## src/rtl/vga_pkg.sv

```systemverilog
// vga_pkg: shared constants for the VGA pixel interface.
//   - Default 640x480@60 timing (pixel divider, sync, porches, active sizes).
//   - Derived visible-window bounds for the default timing.
//   - Colour constants shared with the display blocks (12-bit RGB 4:4:4).
package vga_pkg;

    localparam int PIX_DIV_DEF  = 4;
    localparam int H_TOTAL_DEF  = 800;
    localparam int H_SYNC_DEF   = 96;
    localparam int H_BP_DEF     = 48;
    localparam int H_ACTIVE_DEF = 640;
    localparam int V_TOTAL_DEF  = 525;
    localparam int V_SYNC_DEF   = 2;
    localparam int V_BP_DEF     = 33;
    localparam int V_ACTIVE_DEF = 480;

    localparam logic [9:0] H_VIS_START = 10'(H_SYNC_DEF + H_BP_DEF);
    localparam logic [9:0] H_VIS_END   = 10'(H_SYNC_DEF + H_BP_DEF + H_ACTIVE_DEF - 1);
    localparam logic [9:0] V_VIS_START = 10'(V_SYNC_DEF + V_BP_DEF);
    localparam logic [9:0] V_VIS_END   = 10'(V_SYNC_DEF + V_BP_DEF + V_ACTIVE_DEF - 1);

    typedef logic [11:0] rgb_t;

    localparam rgb_t COL_BLACK  = 12'h000;
    localparam rgb_t COL_WHITE  = 12'hFFF;
    localparam rgb_t COL_RED    = 12'hF00;
    localparam rgb_t COL_GREEN  = 12'h0F0;
    localparam rgb_t COL_BLUE   = 12'h00F;
    localparam rgb_t COL_YELLOW = 12'hFF0;

endpackage

```

## src/rtl/vga_pix_tick.sv

```systemverilog
// vga_pix_tick: pixel-rate enable generator.
//   Clk     in  system clock
//   Reset   in  synchronous, active-high; divider restarts at 0
//   pixTick out high on the last Clk of each pixel (d == PIX_DIV-1)
// With PIX_DIV=1 the divider never leaves 0, so pixTick is constantly 1.
module vga_pix_tick #(
    parameter int PIX_DIV = 4   // legal 1..16
) (
    input  logic Clk,
    input  logic Reset,
    output logic pixTick
);

    localparam logic [3:0] D_MAX = 4'(PIX_DIV - 1);

    logic [3:0] d_q, d_d;

    always_comb begin
        d_d = d_q;
        if (d_q == D_MAX) d_d = '0;
        else              d_d = d_q + 4'd1;
    end

    always_ff @(posedge Clk) begin
        if (Reset) d_q <= '0;
        else       d_q <= d_d;
    end

    assign pixTick = (d_q == D_MAX);

endmodule

```

## src/rtl/vga_timing_gen.sv

```systemverilog
// vga_timing_gen: source end of the VGA pixel interface (640x480@60 default).
//   Clk         in   system clock
//   Reset       in   synchronous, active-high
//   pixTick     out  pixel enable; counters advance on the next edge
//   hCount      out  10b horizontal position 0..H_TOTAL-1
//   vCount      out  10b vertical position 0..V_TOTAL-1
//   hSync       out  active-low horizontal sync
//   vSync       out  active-low vertical sync
//   Bright      out  high inside the visible window
//   frameStart  out  1-Clk pulse on the last pixel of the frame, with pixTick
//   frameCount  out  16b frame counter
// Config macro: VGA_FRAME_CNT_EN builds the frame counter; otherwise
// frameCount is tied to zero (port list unchanged).
module vga_timing_gen
    import vga_pkg::*;
#(
    parameter int PIX_DIV  = PIX_DIV_DEF,
    parameter int H_TOTAL  = H_TOTAL_DEF,
    parameter int H_SYNC   = H_SYNC_DEF,
    parameter int H_BP     = H_BP_DEF,
    parameter int H_ACTIVE = H_ACTIVE_DEF,
    parameter int V_TOTAL  = V_TOTAL_DEF,
    parameter int V_SYNC   = V_SYNC_DEF,
    parameter int V_BP     = V_BP_DEF,
    parameter int V_ACTIVE = V_ACTIVE_DEF
) (
    input  logic        Clk,
    input  logic        Reset,
    output logic        pixTick,
    output logic [9:0]  hCount,
    output logic [9:0]  vCount,
    output logic        hSync,
    output logic        vSync,
    output logic        Bright,
    output logic        frameStart,
    output logic [15:0] frameCount
);

    localparam logic [9:0] H_LAST   = 10'(H_TOTAL - 1);
    localparam logic [9:0] V_LAST   = 10'(V_TOTAL - 1);
    localparam logic [9:0] H_SYNC_N = 10'(H_SYNC);
    localparam logic [9:0] V_SYNC_N = 10'(V_SYNC);
    localparam logic [9:0] H_VIS_LO = 10'(H_SYNC + H_BP);
    localparam logic [9:0] H_VIS_HI = 10'(H_SYNC + H_BP + H_ACTIVE - 1);
    localparam logic [9:0] V_VIS_LO = 10'(V_SYNC + V_BP);
    localparam logic [9:0] V_VIS_HI = 10'(V_SYNC + V_BP + V_ACTIVE - 1);

    vga_pix_tick #(.PIX_DIV(PIX_DIV)) u_pix_tick (
        .Clk     (Clk),
        .Reset   (Reset),
        .pixTick (pixTick)
    );

    logic [9:0] h_q, h_d, v_q, v_d;
    logic       hsync_q, hsync_d, vsync_q, vsync_d, bright_q, bright_d;

    // Sync/Bright are decoded from the next counter values so that the
    // registered outputs line up with the counters in the same cycle.
    always_comb begin
        h_d = h_q;
        v_d = v_q;
        if (pixTick) begin
            if (h_q == H_LAST) begin
                h_d = '0;
                v_d = (v_q == V_LAST) ? 10'd0 : v_q + 10'd1;
            end else begin
                h_d = h_q + 10'd1;
            end
        end
        hsync_d  = (h_d >= H_SYNC_N);
        vsync_d  = (v_d >= V_SYNC_N);
        bright_d = (h_d >= H_VIS_LO) && (h_d <= H_VIS_HI) &&
                   (v_d >= V_VIS_LO) && (v_d <= V_VIS_HI);
    end

    always_ff @(posedge Clk) begin
        if (Reset) begin
            h_q      <= '0;
            v_q      <= '0;
            hsync_q  <= 1'b0;
            vsync_q  <= 1'b0;
            bright_q <= 1'b0;
        end else begin
            h_q      <= h_d;
            v_q      <= v_d;
            hsync_q  <= hsync_d;
            vsync_q  <= vsync_d;
            bright_q <= bright_d;
        end
    end

    assign hCount     = h_q;
    assign vCount     = v_q;
    assign hSync      = hsync_q;
    assign vSync      = vsync_q;
    assign Bright     = bright_q;
    assign frameStart = pixTick && (h_q == H_LAST) && (v_q == V_LAST);

`ifdef VGA_FRAME_CNT_EN
    logic [15:0] fcnt_q, fcnt_d;

    always_comb begin
        fcnt_d = fcnt_q;
        if (frameStart) fcnt_d = fcnt_q + 16'd1;   // wraps 0xFFFF -> 0
    end

    always_ff @(posedge Clk) begin
        if (Reset) fcnt_q <= '0;
        else       fcnt_q <= fcnt_d;
    end

    assign frameCount = fcnt_q;
`else
    assign frameCount = 16'd0;
`endif

endmodule

```

## config.mk

```make
export PLATFORM = sky130hd
export DESIGN_NAME = vga_timing_gen
export DESIGN_NICKNAME = d
export VERILOG_FILES = /design/src/rtl/vga_pkg.sv /design/src/rtl/vga_pix_tick.sv /design/src/rtl/vga_timing_gen.sv
export SDC_FILE = /design/constraint.sdc
export NUM_CORES = 1
export LEC_CHECK = 0
export CAP_MARGIN = 20
export CORE_UTILIZATION = 45
export CTS_CLUSTER_SIZE = 40
export DETAILED_ROUTE_END_ITERATION = 10
export GPL_TIMING_DRIVEN = 1
export PLACE_DENSITY = 0.76
export SLEW_MARGIN = 40
export SYNTH_ARGS = -nofsm -noshare
export SYNTH_HDL_FRONTEND = slang
export SYNTH_HIERARCHICAL = 1
export SYNTH_SLANG_ARGS = --single-unit
export TNS_END_PERCENT = 100
```

## constraint.sdc

```tcl
create_clock -name Clk -period 4.85 [get_ports Clk]
set_input_delay 0.97 -clock Clk [delete_from_list [all_inputs] [get_ports Clk]]
set_output_delay 0.97 -clock Clk [all_outputs]
set_load 0.03 [all_outputs]
```

Yosys cells after proc, flatten, opt, wreduce, memory -nomap -nowiden
Cells that the tools add are included.
{"block": "op_classes", "add_sub_neg": 3, "order_cmp": 6, "n_eq_ne": 3, "mux": 5, "n_reduce_logical": 6}
{"operator": "10-bit two-way mux", "n": 5}
{"operator": "10-bit by 1-bit adder with 10-bit output, second input constant", "n": 2}
{"operator": "10-bit == test, second input constant", "n": 2}
{"operator": "10-bit less-or-equal comparator, second input constant", "n": 2}
{"operator": "10-bit by 2-bit >= comparator with 1-bit output, second input constant", "n": 1}
{"operator": "10-bit by 6-bit >= comparator with 1-bit output, second input constant", "n": 1}
{"operator": "10-bit by 7-bit >= comparator with 1-bit output, second input constant", "n": 1}
{"operator": "10-bit by 8-bit >= comparator with 1-bit output, second input constant", "n": 1}
{"operator": "1-bit logical AND", "n": 5}
{"operator": "4-bit by 1-bit adder with 4-bit output, second input constant", "n": 1}
{"operator": "4-bit by 2-bit == test with 1-bit output, second input constant", "n": 1}
{"operator": "2-bit OR reduction", "n": 1}
{"block": "word_totals", "ff_bits": 27, "in_bits": 2}

Logic depth before layout (Yosys ltp)
Gate-level depths: netlist of run 1.
{"block": "logic_depth", "word_depth": 7, "mapped_depth": 10, "depth_no_buf": 9}

Hierarchy
The synthesis of run 1 kept the hierarchy.
{"mod": "vga_timing_gen", "n_inst": 1, "cells_per_inst": 176, "area_each_um2": 1406.3, "seq_area_each_um2": 460.4}
{"mod": "vga_pix_tick", "n_inst": 1, "cells_per_inst": 15, "area_each_um2": 157.7, "seq_area_each_um2": 80.1}

Worst setup path before layout of run 1
OpenSTA, ideal clock, no wires.
{"block": "synth_path", "path_kind": "flip-flop to flip-flop", "start": "register u_pix_tick.d_q[0]", "end": "register bright_q (netlist: Bright)", "setup_ps": 74, "arrival_time_ps": 4119, "slack_ps": 657, "stages_incl_launch_ff": 11, "synth_period_minus_slack_ps": 4193, "cell_sequence": "dfxtp_1 -> ha_1 -> nor3b_1 -> nand4_1 -> or4_4 -> buf_6 -> or3_1 -> xor2_1 -> nand3_1 -> or4b_1 -> a31oi_1"}
{"block": "synth_between", "elab_chain_len": 6}
{"element": "start: declaration", "line_no": "vga_pix_tick.sv:16", "source": "logic [3:0] d_q, d_d;"}
{"element": "start signal: assignment", "line_no": "vga_pix_tick.sv:25", "source": "if (Reset) d_q <= '0;"}
{"element": "start signal: assignment", "line_no": "vga_pix_tick.sv:26", "source": "else d_q <= d_d;"}
{"element": "4-bit by 2-bit == test with 1-bit output (*)", "line_no": "vga_pix_tick.sv:29", "source": "assign pixTick = (d_q == D_MAX);"}
{"element": "named net pixTick", "line_no": "vga_timing_gen.sv:29", "source": "output logic pixTick,"}
{"element": "10-bit two-way mux", "line_no": "vga_timing_gen.sv:62", "source": "if (pixTick) begin"}
{"element": "10-bit by 8-bit >= comparator with 1-bit output or 10-bit less-or-equal comparator (tied branches)", "line_no": "vga_timing_gen.sv:72", "source": "bright_d = (h_d >= H_VIS_LO) && (h_d <= H_VIS_HI) &&"}
{"element": "1-bit logical AND (2 in series)", "line_no": "vga_timing_gen.sv:72"}
{"element": "1-bit logical AND (*)", "line_no": "vga_timing_gen.sv:73", "source": "(v_d >= V_VIS_LO) && (v_d <= V_VIS_HI);"}
{"element": "end signal: assignment", "line_no": "vga_timing_gen.sv:88", "source": "bright_q <= bright_d;"}
{"element": "end: declaration", "line_no": "vga_timing_gen.sv:55", "source": "logic hsync_q, hsync_d, vsync_q, vsync_d, bright_q, bright_d;"}
The timed path passes the listed nets; every way through them passes the cells marked *.
A chain may end at the register's enable or synchronous reset.

Worst setup path in the final report of run 1
{"block": "layout_path", "start": "register u_pix_tick.d_q[0]", "end": "output frameStart"}
{"block": "layout_between", "elab_chain_len": 3}
{"element": "4-bit by 2-bit == test with 1-bit output", "line_no": "vga_pix_tick.sv:29"}
{"element": "1-bit logical AND (2 in series)", "line_no": "vga_timing_gen.sv:97", "source": "assign frameStart = pixTick && (h_q == H_LAST) && (v_q == V_LAST);"}
{"element": "end: declaration", "line_no": "vga_timing_gen.sv:35", "source": "output logic frameStart,"}
Every way passes these cells.

==> reports/results.ini, run 1 <==
[setup_path]
worst_setup_path_endpoint = frameStart
worst_r2r_path_depth = 9
crit_path_start_kind = register
r2r-end = Bright
crit_chain = ha_1 > nor3b_1 > nand4_1 > nor4_2 > and2_1 > clkdlybuf4s50_1
critical-path-top-delay-family = simple AND/OR/NAND/NOR gates
setup.reg_to_reg.worst_slack_ns = 1.68
critical_path.startpoint = u_pix_tick/d_q[0]
r2r-start = u_pix_tick/d_q[0]
cpMaxStageDelayCell = clkdlybuf4s50_1
criticalPathCategory = reg2out
cp.depth = 6
cp_data_arrival_time_ns = 2.55
critPathMaxStageDelay_ns = 0.67
setup.worst_path.end_class = primary output
worstPathRequired_ns = 3.88
crit_path_max_fanout = 5
worstPathBufferInverterCount = 1

[final_layout]
postLayoutCellArea_um2 = 1820
nets = 223
antennaDiodeCount = 0
area_growth_syn_to_layout_pct = 16.6
multi_input_combinational_cell_area_um2 = 906
fillCellCount = 329
final_layout_size_suffix_gt1_share_pct = 8.80
sequential_cell_area_um2 = 541

[die]
floorplan.core_area_um2 = 3340
fp.dieH_um = 61.0
initial_core_utilization_pct = 46.9
dieArea_um2 = 3720
die-width_um = 61.0
floorplan.rows = 21
top_level_ports = 43

[sta]
layout_worst_path_cycle_share_pct = 72.7
final_max_slew_viol_count = 0
post-route-min-period_ns = 3.52
worst_slew_margin_rel_pct = 66.1
unrepaired_setup_endpoints_after_global_routing = no
final-setup-viol-count = 0
timing_hold_violations_final = 0
timing_worst_slew_pin_value_ns = 0.504
finClkSkew_ns = 0.00442
maxClockFrequency_mhz = 284
final.setup.tns_ns = 0

[synth]
synth_edf_count = 0
synth.most_common_cell = dfxtp_1
synthesis.area_um2 = 1560
yosysWarningCount = 6
synthArstFlopShare_pct = 0
top_cells_by_area_in_the_synthesized_netlist = dfxtp_1, buf_4, nor2_1, nor3_1, nand2_1
ys_top_cells_by_count = dfxtp_1, nor2_1, buf_4, nand2_1, nor3_1
cell_taking_the_most_area_after_synthesis = dfxtp_1
synth_seq_area_share_pct = 34.6
synth_seq_cells = 27
syn-instance-count = 191
synthFlopType = dfxtp_1
post-synth-top-area-fraction_pct = 34.6
yosys.cell_types.count = 47
synth.avg_cell_area_um2 = 8.19

[drt]
route.vias.total = 1327
route.final.wire_length_um = 2900
detail_route.vias_per_cell = 5.06
drtAntennaViolNets = 0
route.detailed.wl_per_inst_um = 11.1
drt-pass1-iter-count = 4
remaining_drc_errors = 0
drt_iter0_drc = 39

[clock_network]
clock_insertion_delay_worst_skew_ns = 0.32
root_buffer = clkbuf_4
cts_tree = yes
ctsResizeCount = 0
cts_max_path_buffers = 2
cts_hold_buf = 0
numClockSinks = 27
ctsHtreeMaxLevel = 1
cts_inserted_buffers = 3
post-cts-setup-buffers = 0
clkTransAtPathRegs_ns = 0.14

[flow_run]
drv_cap = 0

[place]
place.detailed.hpwl_um = 2150
place_congestion = 0.811
postPlaceCellArea_um2 = 1800
number_of_i_o_port_buffers = 26

[power_and_ir_drop]
cellPowerDensity_nw_per_um2 = 211
irDropWorstVdd_mv = 0.186
total_leakage_power_uw = 0.000662

[global_routing]
largest_net_degree_at_the_start_of_global_routing = 29
first_pass_grt_wire_length_um = 4660
groute.usage.overall_pct = 16.3
first_global_vias = 1040
antenna_found_initial = 0
grt-ovfl-total = 0

[outcome]
run_status = completed

[worst_hold_path]
path_type_of_the_worst_min_delay_path = reg2reg
min-delay-start = u_pix_tick/d_q[0]

==> report_power, final <==
group          internal [uW]  switching, uW
clock                   30.8           65.7
combinational           16.6           38.2
sequential               228           6.32
==> worst min-delay path by stage <==
stage                        end  slack (ns)  depth (start not counted)
4_1_cts        u_pix_tick/d_q[0]        0.47                          1
6_report       u_pix_tick/d_q[0]        0.46                          1
3_3_place_gp   u_pix_tick/d_q[0]        0.44                          1
2_1_floorplan  u_pix_tick/d_q[0]        0.43                          1
5_1_grt        u_pix_tick/d_q[0]        0.49                          1
3_5_place_dp   u_pix_tick/d_q[0]        0.45                          1
==> cell usage in the layout (no fill, tap or decap), types with 3 or more instances in the layout <==
| cell type | instances |
|---|---|
| nor3_1 | 12 |
| clkdlybuf4s50_1 | 25 |
| nand4_1 | 5 |
| dfxtp_1 | 27 |
| xor2_1 | 4 |
| nand3_1 | 10 |
| xnor2_1 | 5 |
| nand2_1 | 16 |
| clkbuf_4 | 3 |
| nor2b_1 | 5 |
| ha_1 | 4 |
| inv_1 | 6 |
| conb_1 | 16 |
| nor2_1 | 24 |
| o21ai_0 | 3 |
| a21oi_1 | 6 |
| a31oi_1 | 3 |
==> sequential cells by signal, summed over array words and instances, names as in the netlist <==
name / flops
vCount: 10
hSync: 1
u_pix_tick/d_q: 4
hCount: 10
Bright: 1
vSync: 1
==> cell type report <==
| class | count | share of cell area, % |
|---|---|---|
| multi-input combinational | 151 | 49.7 |
| tap | 46 | 3.16 |
| inverter | 6 | 1.23 |
| clock buffer | 3 | 1.23 |
| sequential | 27 | 29.6 |
| timing repair buffer | 28 | 14.8 |
| clock inverter | 1 | 0.274 |
==> per-layer routing <==
layer	wire length [um]	track usage, %	vias up
met5	0	0	-
met4	18	2.92	0
met3	124	2.56	2
met2	1230	24.6	33
met1	1530	24.5	604
li1	-	-	688
==> per-stage QoR <==
stage | power [uW] | hold WS (ns) | utilization (%) | cells | worst slack (ns)
6_report | 385 | 0.461 | 54.7 | 262 | 1.33
5_1_grt | 405 | 0.493 | 54.7 | 262 | 1.17
4_1_cts | 388 | 0.468 | 54.7 | 262 | 1.32
3_5_place_dp | 293 | 0.448 | 53.8 | 258 | 1.71
3_3_place_gp | 294 | 0.437 | 54.0 | 258 | 1.76
2_1_floorplan | 290 | 0.426 | - | 206 | 0.657
==> cell families (layout without fill, tap and decap cells) <==
family / Yosys count / count (layout) / share of synthesized area (%)
muxes: 4 / 4 / 2.72
adders and majority gates: 4 / 4 / 3.20
DFF: 27 / 27 / 34.6
and+or+nand+nor: 96 / 96 / 34.0
AOI/OAI and AO/OA: 22 / 22 / 9.12
xor gates and xnor gates: 9 / 9 / 5.04
buffers and inverters: 28 / 38 / 11.1
other: 1 / 16 / 0.240
No activity file was read; power rests on OpenSTA's default activity.
==> run 2: changes to the inputs <==
==> constraint.sdc (replaced) <==
create_clock -name Clk -period 3.5 [get_ports Clk]
set_input_delay 0.7 -clock Clk [delete_from_list [all_inputs] [get_ports Clk]]
set_output_delay 0.7 -clock Clk [all_outputs]
set_load 0.03 [all_outputs]
==> run 2 against run 1 <==
Net effect:
- largest power group unchanged
- largest cell class unchanged
- global-route usage increased by 2.0 points
- total power is 40% higher
- hold slack better by 0.011 ns
- first-iteration DRC count rose by 44%
- count of clock-buffer cells in the layout stayed put
- non-clock buffer count increased by 1
- highest routed layer unchanged
- core utilization up 0.64 points
- register-to-register slack worse by 1.2 ns
==> reports/results.ini, run 2 (same netlist as run 1, synthesis figures left out) <==
[setup_path]
setup.worst_path.end_class = register
crit_path_start_kind = register
setup.reg_to_reg.worst_slack_ns = 0.48  ; -1.20 ns
criticalPathCategory = reg2reg
cp_data_arrival_time_ns = 3.28  ; +0.73 ns
crit_path_max_fanout = 10  ; +5
worstPathRequired_ns = 3.76  ; -0.12 ns

[global_routing]
first_pass_grt_wire_length_um = 5000  ; +7.2%
grt-ovfl-total = 0  ; unchanged
first_global_vias = 1116  ; +7.3%
largest_net_degree_at_the_start_of_global_routing = 22  ; -24%
groute.usage.overall_pct = 18.2  ; +2.0 points
antenna_found_initial = 0  ; unchanged

[sta]
layout_worst_path_cycle_share_pct = 86.2
maxClockFrequency_mhz = 331
holdWs_ns = 0.472  ; +0.0110 ns
finClkSkew_ns = 0.00180  ; -0.00263 ns
timing_worst_slew_pin_value_ns = 0.774  ; +0.270 ns
final.setup.tns_ns = 0  ; unchanged
final_max_slew_viol_count = 0  ; unchanged
post-route-min-period_ns = 3.02
timing_hold_violations_final = 0  ; unchanged
unrepaired_setup_endpoints_after_global_routing = no
worst_slew_margin_rel_pct = 48.2  ; -18 points
final-setup-viol-count = 0  ; unchanged

[place]
number_of_i_o_port_buffers = 26  ; unchanged
place.detailed.hpwl_um = 2380  ; +11%
place_congestion = 0.916  ; +13%
place.detailed.instances = 259  ; +0.39%

[clock_network]
cts_max_path_buffers = 2  ; unchanged
ctsResizeCount = 0  ; unchanged
ctsHtreeMaxLevel = 1  ; unchanged
numClockSinks = 27  ; unchanged
cts_hold_buf = 0  ; unchanged
cts_inserted_buffers = 3  ; unchanged
post-cts-setup-buffers = 0  ; unchanged
root_buffer = clkbuf_4
cts_tree = yes
clkTransAtPathRegs_ns = 0.15  ; about the same
clock_insertion_delay_worst_skew_ns = 0.32  ; about the same

[drt]
route.final.wire_length_um = 3220  ; +11%
drtAntennaViolNets = 0  ; unchanged
drt-pass1-iter-count = 4  ; unchanged
route.detailed.wl_per_inst_um = 12.2  ; +10%
drt_iter0_drc = 56  ; +44%
route.vias.total = 1366  ; +2.9%
remaining_drc_errors = 0  ; unchanged
detail_route.vias_per_cell = 5.19  ; +2.5%

[final_layout]
antennaDiodeCount = 0  ; unchanged
area_growth_syn_to_layout_pct = 18.0
layout.cells.most_common = dfxtp_1
finalNonFillerCells = 263  ; +0.38%
fillCellCount = 333  ; +1.2%
sequential_cell_area_um2 = 541  ; unchanged
multi_input_combinational_cell_area_um2 = 917  ; +1.2%
final_layout_size_suffix_gt1_share_pct = 9.68  ; +0.88 points
nets = 224  ; +0.45%
most-common-layout-cells = dfxtp_1, clkdlybuf4s50_1, nor2_1

[die]
floorplan.rows = 21  ; unchanged
die-width_um = 61.0  ; unchanged
initial_core_utilization_pct = 46.9  ; unchanged
dieArea_um2 = 3720  ; unchanged
top_level_ports = 43  ; unchanged
floorplan.core_area_um2 = 3340  ; unchanged
fp.dieH_um = 61.0  ; unchanged

[outcome]
run_status = completed

[flow_run]
drv_cap = 0  ; unchanged

[power_and_ir_drop]
irDropWorstVdd_mv = 0.172  ; -7.4%
cellPowerDensity_nw_per_um2 = 293  ; +39%
total_leakage_power_uw = 0.000671  ; +1.4%

[worst_hold_path]
path_type_of_the_worst_min_delay_path = reg2reg

run 2: where the power goes:
group | leakage (uW) | total (uW) | internal (uW) | switching [uW]
Combinational | 0.000435 | 79.6 | 25.4 | 54.3
Clock | 0.0000177 | 136 | 42.8 | 93.4
Sequential | 0.000219 | 324 | 315 | 8.68
Total | 0.000671 | 540 | 384 | 156
run 2: worst max-delay path, cell delays in order, from the launching register on:
cell and delay [ns]:
dfxtp_1 0.38, ha_1 0.19, nor3b_4 0.20, nand4_1 0.22
or4_4 0.62, or3_1 0.41, xor2_1 0.18, nand3_1 0.14
or4b_1 0.48, a31oi_1 0.13
run 2: final cells by class:
| class | instances | share of cell area (%) |
|---|---|---|
| Timing Repair Buffer | 29 | 15.2 |
| Sequential cell | 27 | 29.3 |
| Inverter | 6 | 1.22 |
| Tap cell | 46 | 3.12 |
| Clock buffer | 3 | 1.22 |
| Multi-Input combinational cell | 151 | 49.7 |
| Clock inverter | 1 | 0.271 |
run 2: path summary, 6_finish.rpt:
kind	start	endpoint	depth (start not counted)
setup / recovery	u_pix_tick/d_q[0]	Bright	9
hold / removal	u_pix_tick/d_q[0]	u_pix_tick/d_q[0]	1
setup reg to reg	u_pix_tick/d_q[0]	Bright	9
hold reg to reg	u_pix_tick/d_q[0]	u_pix_tick/d_q[0]	1
run 2: layer usage:
| metal | wire (um) | global-route usage [%] | up-vias |
|---|---|---|---|
| met5 | 0 | 0 | - |
| met4 | 18 | 4.87 | 0 |
| met3 | 146 | 1.92 | 2 |
| met2 | 1480 | 29.7 | 39 |
| met1 | 1570 | 25.7 | 637 |
| li1 | - | - | 688 |
run 2: stage by stage:
stage	utilization, %	instance area (um^2)	power (uW)	setup WS (ns)
after floorplan	-	1630	402	0.186
after global placement	54.5	1820	410	0.623
after detailed placement	54.5	1820	410	0.531
after CTS	55.3	1850	547	0.488
after global routing	55.3	1850	568	0.295
final	55.3	1850	540	0.483
==> run 3: changes to the inputs <==
--- a/config.mk
+++ b/config.mk
@@ -9,6 +9,7 @@
 export CORE_UTILIZATION = 45
 export CTS_CLUSTER_SIZE = 40
 export DETAILED_ROUTE_END_ITERATION = 10
+export GPL_ROUTABILITY_DRIVEN = 0
 export GPL_TIMING_DRIVEN = 1
 export PLACE_DENSITY = 0.76
 export SLEW_MARGIN = 40
==> results of run 3 <==
Same layout as run 2: the final DEF is identical, and so are final timing and power.
